## config.mk

```make
export PLATFORM = sky130hd
export DESIGN_NAME = ant_relay_seq
export DESIGN_NICKNAME = d
export VERILOG_FILES = /design/src/rtl/ant_relay_seq.sv
export SDC_FILE = /design/constraint.sdc
export NUM_CORES = 1
export LEC_CHECK = 0
export ABC_AREA = 1
export CAP_MARGIN = 20
export CELL_PAD_IN_SITES_DETAIL_PLACEMENT = 1
export CELL_PAD_IN_SITES_GLOBAL_PLACEMENT = 1
export CORE_MARGIN = 2
export CORE_UTILIZATION = 40
export CTS_CLUSTER_SIZE = 40
export DETAILED_ROUTE_END_ITERATION = 10
export MAX_ROUTING_LAYER = met4
export PLACE_DENSITY = 0.87
export SKIP_LAST_GASP = 1
export SLEW_MARGIN = 20
export SYNTH_ARGS = -nofsm -noshare
export SYNTH_HDL_FRONTEND = slang
export SYNTH_SLANG_ARGS = --single-unit
export TNS_END_PERCENT = 20
```

## constraint.sdc

```tcl
create_clock -name I_clk -period 1.9 [get_ports I_clk]
set_clock_uncertainty 0.2 [all_clocks]
set_input_delay 0.38 -clock I_clk [delete_from_list [all_inputs] [get_ports I_clk]]
set_output_delay 0.38 -clock I_clk [all_outputs]
set_load 0.1 [all_outputs]
```

## src/rtl/ant_relay_seq.sv

```systemverilog
`default_nettype none
// ============================================================================
// Module   : ant_relay_seq
// Purpose  : Two-radio antenna relay sequencer. Each radio's selection is
//            debounced and applied break-before-make. Optional same-antenna
//            interlock is enabled by defining ANT_INTERLOCK_EN.
// Revision : 1.0  initial release
// ============================================================================
module ant_relay_seq #(
  parameter int unsigned DEBOUNCE_CYC = 16,
  parameter int unsigned DEAD_CYC     = 200
) (
  input  logic       I_clk,
  input  logic       I_rst_n,
  input  logic [2:0] I_sel_A,
  input  logic [2:0] I_sel_B,
  output logic [5:0] O_relay_A,
  output logic [5:0] O_relay_B,
  output logic       O_busy,
  output logic       O_conflict_A,
  output logic       O_conflict_B
);

  typedef enum logic [1:0] {
    S_HOLD  = 2'd0,
    S_QUAL  = 2'd1,
    S_BREAK = 2'd2,
    S_MAKE  = 2'd3
  } state_t;

  localparam logic [15:0] QUAL_LAST = 16'(DEBOUNCE_CYC - 1);
  localparam logic [15:0] DEAD_LAST = 16'(DEAD_CYC);

  state_t      state_q [2];
  state_t      state_d [2];
  logic [2:0]  tgt_q   [2];
  logic [2:0]  tgt_d   [2];
  logic [2:0]  smp_q   [2];
  logic [2:0]  smp_d   [2];
  logic [15:0] cnt_q   [2];
  logic [15:0] cnt_d   [2];
  logic [5:0]  relay_q [2];
  logic [5:0]  relay_d [2];
  logic [1:0]  conf_q;
  logic [1:0]  conf_d;
  logic        busy_q;
  logic        busy_d;

  logic [1:0][2:0] sel_norm;
  logic [1:0]      refuse;
  logic [1:0]      retry;

  function automatic logic [2:0] norm_sel(input logic [2:0] s);
    return (s == 3'd7) ? 3'd0 : s;
  endfunction

  function automatic logic [5:0] onehot(input logic [2:0] t);
    case (t)
      3'd1:    return 6'b000001;
      3'd2:    return 6'b000010;
      3'd3:    return 6'b000100;
      3'd4:    return 6'b001000;
      3'd5:    return 6'b010000;
      3'd6:    return 6'b100000;
      default: return 6'b000000;
    endcase
  endfunction

  assign sel_norm = {norm_sel(I_sel_B), norm_sel(I_sel_A)};

  // A only yields to a settled B; B also yields to an A making in the same cycle.
  always_comb begin
`ifdef ANT_INTERLOCK_EN
    refuse[0] = (state_q[1] == S_HOLD) &&
                (tgt_q[1] == tgt_q[0]) && (tgt_q[0] != 3'd0);
    refuse[1] = ((state_q[0] == S_HOLD) || (state_q[0] == S_MAKE)) &&
                (tgt_q[0] == tgt_q[1]) && (tgt_q[1] != 3'd0);
    retry[0]  = conf_q[0] && (tgt_q[1] != tgt_q[0]);
    retry[1]  = conf_q[1] && (tgt_q[0] != tgt_q[1]);
`else
    refuse = 2'b00;
    retry  = 2'b00;
`endif
  end

  always_comb begin
    busy_d = 1'b0;
    conf_d = conf_q;
    for (int ch = 0; ch < 2; ch++) begin
      state_d[ch] = state_q[ch];
      tgt_d[ch]   = tgt_q[ch];
      smp_d[ch]   = smp_q[ch];
      cnt_d[ch]   = cnt_q[ch];
      relay_d[ch] = relay_q[ch];
      case (state_q[ch])
        S_HOLD: begin
          if (sel_norm[ch] != tgt_q[ch]) begin
            state_d[ch] = S_QUAL;
            smp_d[ch]   = sel_norm[ch];
            cnt_d[ch]   = 16'd0;
          end else if (retry[ch]) begin
            state_d[ch] = S_BREAK;
            cnt_d[ch]   = 16'd0;
          end
        end
        S_QUAL: begin
          if (sel_norm[ch] == tgt_q[ch]) begin
            state_d[ch] = S_HOLD;
          end else if (sel_norm[ch] != smp_q[ch]) begin
            smp_d[ch] = sel_norm[ch];
            cnt_d[ch] = 16'd0;
          end else if (cnt_q[ch] == QUAL_LAST) begin
            state_d[ch] = S_BREAK;
            tgt_d[ch]   = sel_norm[ch];
            cnt_d[ch]   = 16'd0;
          end else begin
            cnt_d[ch] = cnt_q[ch] + 16'd1;
          end
        end
        S_BREAK: begin
          relay_d[ch] = 6'b000000;
          if (cnt_q[ch] == DEAD_LAST) begin
            state_d[ch] = S_MAKE;
            cnt_d[ch]   = 16'd0;
          end else begin
            cnt_d[ch] = cnt_q[ch] + 16'd1;
          end
        end
        S_MAKE: begin
          relay_d[ch] = refuse[ch] ? 6'b000000 : onehot(tgt_q[ch]);
          conf_d[ch]  = refuse[ch];
          state_d[ch] = S_HOLD;
        end
        default: state_d[ch] = S_HOLD;
      endcase
      // Busy drops on the same edge that lands the channel back in HOLD.
      busy_d = busy_d || ((state_q[ch] != S_HOLD) && (state_d[ch] != S_HOLD));
    end
  end

  always_ff @(posedge I_clk or negedge I_rst_n) begin
    if (!I_rst_n) begin
      for (int ch = 0; ch < 2; ch++) begin
        state_q[ch] <= S_HOLD;
        tgt_q[ch]   <= 3'd0;
        smp_q[ch]   <= 3'd0;
        cnt_q[ch]   <= 16'd0;
        relay_q[ch] <= 6'b000000;
      end
      conf_q <= 2'b00;
      busy_q <= 1'b0;
    end else begin
      for (int ch = 0; ch < 2; ch++) begin
        state_q[ch] <= state_d[ch];
        tgt_q[ch]   <= tgt_d[ch];
        smp_q[ch]   <= smp_d[ch];
        cnt_q[ch]   <= cnt_d[ch];
        relay_q[ch] <= relay_d[ch];
      end
      conf_q <= conf_d;
      busy_q <= busy_d;
    end
  end

  assign O_relay_A    = relay_q[0];
  assign O_relay_B    = relay_q[1];
  assign O_busy       = busy_q;
  assign O_conflict_A = conf_q[0];
  assign O_conflict_B = conf_q[1];

endmodule
`default_nettype wire

```

==> reports/results.tsv, run 1 <==
metric	value	unit
yosys.area.top_type_share	37.14	%
cts.htree.levels	3	
cts_buffers	9	
slowest_delay	460	ps
dieWidth	105.4	um
fmax	475.1	MHz
rows	37	
vias	4723	
holdCritStartpoint	smp_q[3]	
ys_types	40	
finalInstanceArea	5720	um^2
n_antenna_cell	0	
grt_start_max_net_pins	62	
drv_slew	0	
clk_latency	380	ps
setup_ws	-204.8	ps
area_delta_synth_final	39.18	%
finish.utilization	56.42	%
synth_ff_type	dfrtp_1	
route.detailed.drc	0	
finalHoldViolCount	0	
ys_warn_count	0	
clk_pin_slew_worst_paths	90	ps
clock_sinks	61	
dieArea	11100	um^2
core	10140	um^2
yosys.area.top_type	dfrtp_1	
ys_ff_latch	61	
place_inst	782	
maxCapViolations	0	
vias_per_cell	5.746	
start_util	40.54	%
synth_common_cells	nand2_1 (177), inv_1 (75), nand3_1 (71)	
hpwlAfterDp	9553	um
vdd_drop_max	504.4	uV
powerDensity	840.7	nW/um^2
path_cells	ha_4 -> nand3_4 -> buf_6 -> buf_4 -> xor2_1 -> a21oi_1 -> nand3_1 -> o21ai_0 -> nand3_1 -> nand2_1	
grt_use_total	27.99	%
crit_path_end_kind	register	
p_leak	2.613	nW
synth-edff-count	0	
final_layout_size_suffix_gt1_share	30.76	%
rsz0062_at_grt	true	
post-synth-top-count-cell	nand2_1	
dpl_cell_area	4931	um^2
cp-start-kind	register	
slowest_stage	dfrtp_1	
drt_iter0_markers	337	
tightest_slew	566.7	ps
nets	701	
synth_area_leaders	dfrtp_1 (37%), nand2_1 (16%), nand3_1 (8.6%), inv_1 (6.8%), nor2_1 (4.8%)	
syn_avg_cell_area	6.978	um^2
startpoint	cnt_q[1]	
cp_max_fo	3	
grt_pass1_wl	24240	um
violations	negative setup slack	
io_pins	23	
grt_pass1_vias	4794	
path_common_cell	nand3_1	
cp_top_family	flip-flops	
instances_no_fill	822	
n_fill_cell	1236	
crit_required	1960	ps
status	finished, violations left	
worstReg2RegStart	cnt_q[1]	
root_buffer	clkbuf_8	
drtAntennaViolNets	0	
yosysSeqAreaShare	37.14	%
io_buffer_count	20	
gp_congestion	0.8795	
die_y	105.4	um
path_class	reg2reg	
setup_viol	31	
tritoncts	yes	
multiInputGateArea	2559	um^2
crit_buf_inv	2	
finalWirelength	18030	um
hp-class	reg2reg	
slew_headroom	62.10	%
arrival	2160	ps
drt_first_pass_iters	5	
grt-ovfl-total	0	
fin_hold_ws	317.7	ps
post-route-min-period	2105	ps
synthCells	589	
clockBufferDepth	2	
ff_latch_area	1536	um^2
synthArstFlopShare	100.0	%
antenna_found_initial	0	
min_period_over_period	110.8	%
synth_area	4110	um^2
wl_per_cell	21.93	um
[cell families (layout without fill, tap and decap cells)]
group	count (synthesis)	after routing	synth area share, %
other	1	2	0.09124
buffers and inverters	90	186	8.828
and+or+nand+nor	336	336	35.92
xor gates and xnor gates	19	19	4.049
AOI/OAI and AO/OA	70	70	10.32
adders and majority gates	12	12	3.653
DFF	61	61	37.14
[registers in the layout, summed over array words and instances, names as in the netlist]
| name | count |
|---|---|
| cnt_q | 32 |
| tgt_q | 6 |
| O_relay_A | 6 |
| smp_q | 6 |
| O_busy | 1 |
| O_relay_B | 6 |
| state_q | 4 |
[power by group]
group / switching, W / total (W) / leakage, nW / internal (W)
clock: 0.000613 / 0.00142 / 0.116 / 0.000807
sequential: 0.000134 / 0.00154 / 0.823 / 0.00141
combinational: 0.00126 / 0.00185 / 1.67 / 0.000587
[cell type report]
class,count,share of cell area (%)
Clock buffer,12,2.712
Inverter,78,5.621
Sequential cell,61,26.86
Timing Repair Buffer,92,15.88
Clock inverter,4,1.225
Multi-Input combinational cell,439,44.73
Tap cell,136,2.975
[layer usage]
layer,wire length (um),vias to the layer above,GRT usage (%)
met1,6642,2368,30.87
met5,0,-,-
met2,9495,187,49.31
li1,-,2073,-
met4,1041,0,10.76
met3,846,95,5.999
[stage by stage]
stage	setup TNS [ps]	total power [W]	worst slack, ps
2_1_floorplan	0	0.002419	138.0
3_3_place_gp	-21670	0.002868	-509.9
3_5_place_dp	-26780	0.002991	-713.0
4_1_cts	-118.1	0.004429	-40.17
5_1_grt	-5969	0.004989	-275.2
6_report	-2102	0.004809	-204.8
[tightest hold or removal path, delay by kind of cell (launching register included)]
family / cells / cell delay, ps
simple gates: 1 / 50
compound gates: 1 / 60
flops: 1 / 370
[placed cells by master, fill, tap and decap left out, types with 4 or more instances in the layout]
cell      instances
nor2_1           36
o21ai_2           5
nand2_1         156
ha_4              4
inv_1            63
dfrtp_1          53
buf_6             7
nand3_1          59
dfrtp_2           8
nand3_2          12
o32ai_1           4
o21ai_0          23
o22ai_1          12
xor2_2            4
nor3_1            5
inv_4             4
ha_1              8
clkbuf_8         11
nand2_2          21
o21ai_1          10
inv_2             7
xor2_1           13
nor2_4           10
buf_4            62
nand2_4           6
nor2_2           13
buf_12           15
nand4_1           7
a21oi_1           6
[path summary, 6_finish.rpt]
path	end	slack, ps	depth (start not counted)
worst min-delay path	smp_q[3]	320	2
min in group asynchronous	O_relay_B[5]	370	3
worst max register to register	cnt_q[4]	-200	10
max in group asynchronous	cnt_q[28]	790	3
worst max-delay path	cnt_q[4]	-200	10
worst min register to register	smp_q[3]	320	2
[what timing repair did]
item / CTS / global route
endpoints found under the setup margin: 49 / 48
gates resized for setup: 48 / 88
endpoints found under the hold margin: 61 / 0
buffers inserted: 2 / 21
hold buffers: 1 / 0
pin swaps: 9 / 33
cloned: 0 / 0
Note: power is estimated with default switching activity, not from simulation.
==> run 2: changes to the inputs <==
Settings changed: REMOVE_ABC_BUFFERS set to 1.
==> run 2 against run 1 <==
  * The run still ends with negative setup slack left
  * Utilization shrank 0.59 points
  * Wire length fell by 9.0%
  * Final cell count down 1.1%
  * Die area is the same
  * Largest cell class unchanged
  * First-iteration DRC count fell by 26%
  * Via count decreased by 2.8%
  * Design area down 1.0%
  * Clock power decreased by 8%
  * Register-to-register slack better by 70 ps
  * Highest routed layer unchanged
  * Flip-flop and latch count unchanged
  * Fmax up 3.6%
  * Critical path depth up 1
==> reports/results.tsv, run 2 (same netlist as run 1, synthesis figures left out) <==
metric	value	unit
drt_first_pass_iters	6	
area_delta_synth_final	37.72	%
vias	4593	
busiest_layer	met2	
tritoncts	yes	
finalWirelength	16400	um
clk_latency	370	ps
die_y	105.4	um
finalInstanceArea	5660	um^2
place_ws	-640.4	ps
rsz0062_at_grt	true	
io_pins	23	
holdPathStages	3	
use_met1	31.31	%
top_register	cnt_q	
start_util	40.54	%
setup_viol	16	
drt_iter0_markers	250	
grt_use_total	27.59	%
final_layout_size_suffix_gt1_share	31.91	%
slowest_stage	dfrtp_2	
crit_buf_inv	0	
status	finished, violations left	
use_met2	48.89	%
path_cells	nor2_2 -> nand2_1 -> nor2_2 -> nand2_2 -> nor2_2 -> nand2_2 -> nand2_1 -> nand2_1 -> nand3_2 -> nand2_1 -> nand2_1	
root_buffer	clkbuf_8	
drtAntennaViolNets	0	
rr_worst_depth	11	
p_leak	2.500	nW
post-route-min-period	2031	ps
powerDensity	819.8	nW/um^2
dieArea	11100	um^2
grt_pass1_vias	4904	
setup_ws	-131.3	ps
n_antenna_cell	0	
crit_required	2010	ps
cts_buffers	9	
gp_congestion	0.8554	
antenna_found_initial	0	
maxCapViolations	0	
crit_path_end_kind	register	
clockBufferDepth	2	
cp_max_fo	5	
clock_sinks	61	
min_period_over_period	106.9	%
crit_cells	11	
violations	negative setup slack	
fmax	492.3	MHz
grt_use_met3	4.143	%
io_buffer_count	20	
final_common_cell	nand2_1	
rows	37	
finalHoldViolCount	0	
grt-ovfl-total	0	
grt_pass1_wl	23830	um
slowest_delay	470	ps
grt_start_max_net_pins	62	
core	10140	um^2
nets	692	
vdd_drop_max	566.2	uV
wl_per_cell	20.17	um
hpwlAfterDp	9554	um
cp_top_family	simple AND/OR/NAND/NOR gates	
route.detailed.drc	0	
hp-class	in2reg	
layout_common_cells	nand2_1 (158), inv_1 (64), nand3_1 (57), buf_4 (51), dfrtp_1 (50)	
path_class	reg2reg	
cts.htree.levels	3	
clk_pin_slew_worst_paths	90	ps
dpl_cell_area	4964	um^2
drv_slew	0	
cp-start-kind	register	
path_common_cell	nand2_1	
largest_register_ffs	32	
vias_per_cell	5.649	
dieWidth	105.4	um
arrival	2150	ps
run 2: path summary, 6_finish.rpt:
kind,startpoint,to,slack [ps]
setup reg to reg,cnt_q[5],O_busy,-130
hold / removal,I_sel_A[0],smp_q[3],160
setup / recovery,cnt_q[5],O_busy,-130
hold reg to reg,smp_q[5],smp_q[5],320
max in group asynchronous,I_rst_n,cnt_q[21],820
min in group asynchronous,I_rst_n,smp_q[0],350
run 2: layer usage:
layer  up-vias  wire length, um
met1      2327             6519
li1       2074                -
met4         0              543
met5         -                0
met2       136             8686
met3        56              650
run 2: timing repair:
item	in CTS	in global routing
resized for setup	55	88
cloned	1	1
buffers inserted	5	8
hold buffers	1	0
endpoints found under the hold margin	61	0
endpoints found under the setup margin	48	52
pin swaps	14	22
run 2: final cells by class:
cell class / instances / area (um^2)
sequential: 61 / 1540
multi-input combinational: 440 / 2571
clock buffer: 10 / 137.6
tap: 136 / 170.2
fill: 1237 / 4478
clock inverter: 6 / 71.32
inverter: 78 / 315.3
timing repair buffer: 82 / 854.6
run 2: worst register-to-register path, delay by kind of cell (launching register included):
family / cells / cell delay [ps]
simple gates: 11 / 1300
flops: 1 / 470
run 2: power by group:
group | internal (W) | total, W | switching, W
Clock | 0.000651 | 0.00131 | 0.000657
Combinational | 0.000594 | 0.00178 | 0.00119
Sequential | 0.00141 | 0.00155 | 0.000144
Total | 0.00265 | 0.00464 | 0.00199
run 2: metrics by stage:
step	util, %	TNS, ps	power, W	cells	hold WS (ps)
floorplan	-	-27.66	0.002398	578	-115.6
global placement	48.96	-20760	0.002917	783	218.1
detailed placement	48.96	-25950	0.003035	783	233.4
CTS	52.88	-72.67	0.004430	806	318.6
global route	55.83	-3007	0.004828	813	203.5
finish	55.83	-519.7	0.004640	813	163.0
==> run 3: changes to the inputs <==
Settings changed: CELL_PAD_IN_SITES_DETAIL_PLACEMENT 1 to not set, CELL_PAD_IN_SITES_GLOBAL_PLACEMENT 1 to not set, CORE_UTILIZATION 40 to 50, PLACE_DENSITY 0.87 to 0.81.
==> run 3 against run 2 <==
  * The run still ends with negative setup slack left
  * Utilization grew 10 points
  * Critical path depth increased by 3
  * Combinational power decreased by 15%
  * Flip-flop and latch count unchanged
  * Sequential share of layout area is 1.4 points higher
  * Non-clock buffer count down 13
  * Design area shrank 5.5%
  * Count of clock-buffer cells in the layout grew 1
  * Register-to-register slack improved by 130 ps
  * First-iteration DRC count shrank 20%
  * Fmax is 6.7% higher
  * Critical endpoint unchanged
  * Largest cell class unchanged
==> reports/results.tsv, run 3 (same netlist as run 1, synthesis figures left out) <==
metric	value	unit
rows	33	
holdCritStartpoint	smp_q[5]	
rsz0062_at_grt	true	
grt_pass1_wl	18290	um
clk_pin_slew_worst_paths	70	ps
cts.htree.levels	3	
grt_start_max_net_pins	62	
arrival	1930	ps
place_inst	748	
io_buffer_count	20	
multiInputGateArea	2440	um^2
ff_latch_area	1528	um^2
gp_congestion	0.9379	
setup_ws	-3.258	ps
grt_pass1_vias	4168	
finish.utilization	66.06	%
maxCapViolations	0	
fmax	525.4	MHz
dieArea	8961	um^2
powerDensity	799.3	nW/um^2
largest_register_ffs	32	
crit_path_end_kind	register	
io_pins	23	
status	finished, violations left	
drt_iter0_markers	199	
finalInstanceArea	5346	um^2
wl_per_cell	14.08	um
vias_per_cell	5.428	
post-route-min-period	1903	ps
drt_first_pass_iters	6	
drtAntennaViolNets	0	
min_period_over_period	100.2	%
hp-class	reg2reg	
instances_no_fill	769	
start_util	50.79	%
clk_latency	340	ps
vias	4174	
n_antenna_cell	0	
core	8093	um^2
crit_required	1930	ps
vdd_drop_max	497.3	uV
final_layout_size_suffix_gt1_share	23.04	%
hpwlAfterDp	7397	um
layout_common_cells	nand2_1 (165), inv_1 (69), nand3_1 (65), dfrtp_1 (60)	
route.detailed.drc	0	
p_leak	2.432	nW
tritoncts	yes	
path_class	in2reg	
n_fill_cell	671	
cp-start-kind	input pin	
cts_buffers	9	
top_register	cnt_q	
clockBufferDepth	2	
final_common_cell	nand2_1	
nets	679	
worstReg2RegStart	cnt_q[1]	
clock_sinks	61	
final.setup.tns	-3.258	ps
drv_slew	0	
finalHoldViolCount	0	
antenna_found_initial	0	
place_ws	-550.0	ps
grt-ovfl-total	0	
root_buffer	clkbuf_8	
startpoint	I_sel_B[0]	
dpl_cell_area	4870	um^2
finalWirelength	10830	um
dieWidth	94.67	um
cp_max_fo	9	
grt_use_total	26.26	%
violations	negative setup slack	
setup_viol	1	
area_delta_synth_final	30.08	%
die_y	94.67	um
-- run 3: worst max-delay path: stages --
cell           delay (ps)
dlygate4sd2_1         300
inv_1                  70
a21oi_1               220
nand2_1                80
nand2_1               130
nor2_4                 60
nand2_4               140
nor2_2                 50
nand2_2               120
nand2_1                60
nand2_1               100
nand3_2               100
nand2_2                70
nand2_1                50
-- run 3: repair_timing --
| action | CTS | global route |
|---|---|---|
| gates cloned | 1 | 0 |
| resized for setup | 40 | 32 |
| endpoints found under the hold margin | 61 | 0 |
| endpoints found under the setup margin | 44 | 40 |
| pin swaps | 11 | 14 |
| hold buffers | 1 | 0 |
| buffers inserted | 1 | 2 |
-- run 3: layout make-up --
cell class | instances | share of cell area (%)
multi-input cells | 440 | 45.64
flip-flops and latches | 61 | 28.57
repair buffers | 69 | 13.55
inverters | 78 | 5.851
clock buffers | 11 | 2.832
well taps | 105 | 2.457
clock inverters | 5 | 1.100
-- run 3: through the flow --
| stage | total power (W) | hold WS [ps] |
|---|---|---|
| 6_report | 0.004273 | 318.2 |
| 5_1_grt | 0.004515 | 347.7 |
| 4_1_cts | 0.004228 | 322.5 |
| 3_5_place_dp | 0.002921 | 213.1 |
| 3_3_place_gp | 0.002847 | 210.1 |
| 2_1_floorplan | 0.002398 | -115.6 |
-- run 3: power breakdown --
part	internal, W	total [W]	switching (W)
Sequential	0.00141	0.00153	0.000120
Clock	0.000677	0.00122	0.000547
Combinational	0.000503	0.00152	0.00102
Total	0.00259	0.00427	0.00169
-- run 3: worst paths after layout --
path	to	slack, ps	depth (start not counted)
setup / recovery	O_busy	-3	14
hold / removal	smp_q[5]	320	2
setup reg to reg	O_busy	-3	11
hold reg to reg	smp_q[5]	320	2
max in group asynchronous	cnt_q[21]	850	3
min in group asynchronous	smp_q[1]	370	3
-- run 3: routing by layer --
metal  wire, um  track usage (%)  vias up
met5          0                -        -
met4        202            8.696        0
met3        531            5.666       22
met2       5552            44.68      145
met1       4543            30.89     1969
li1           -                -     2038
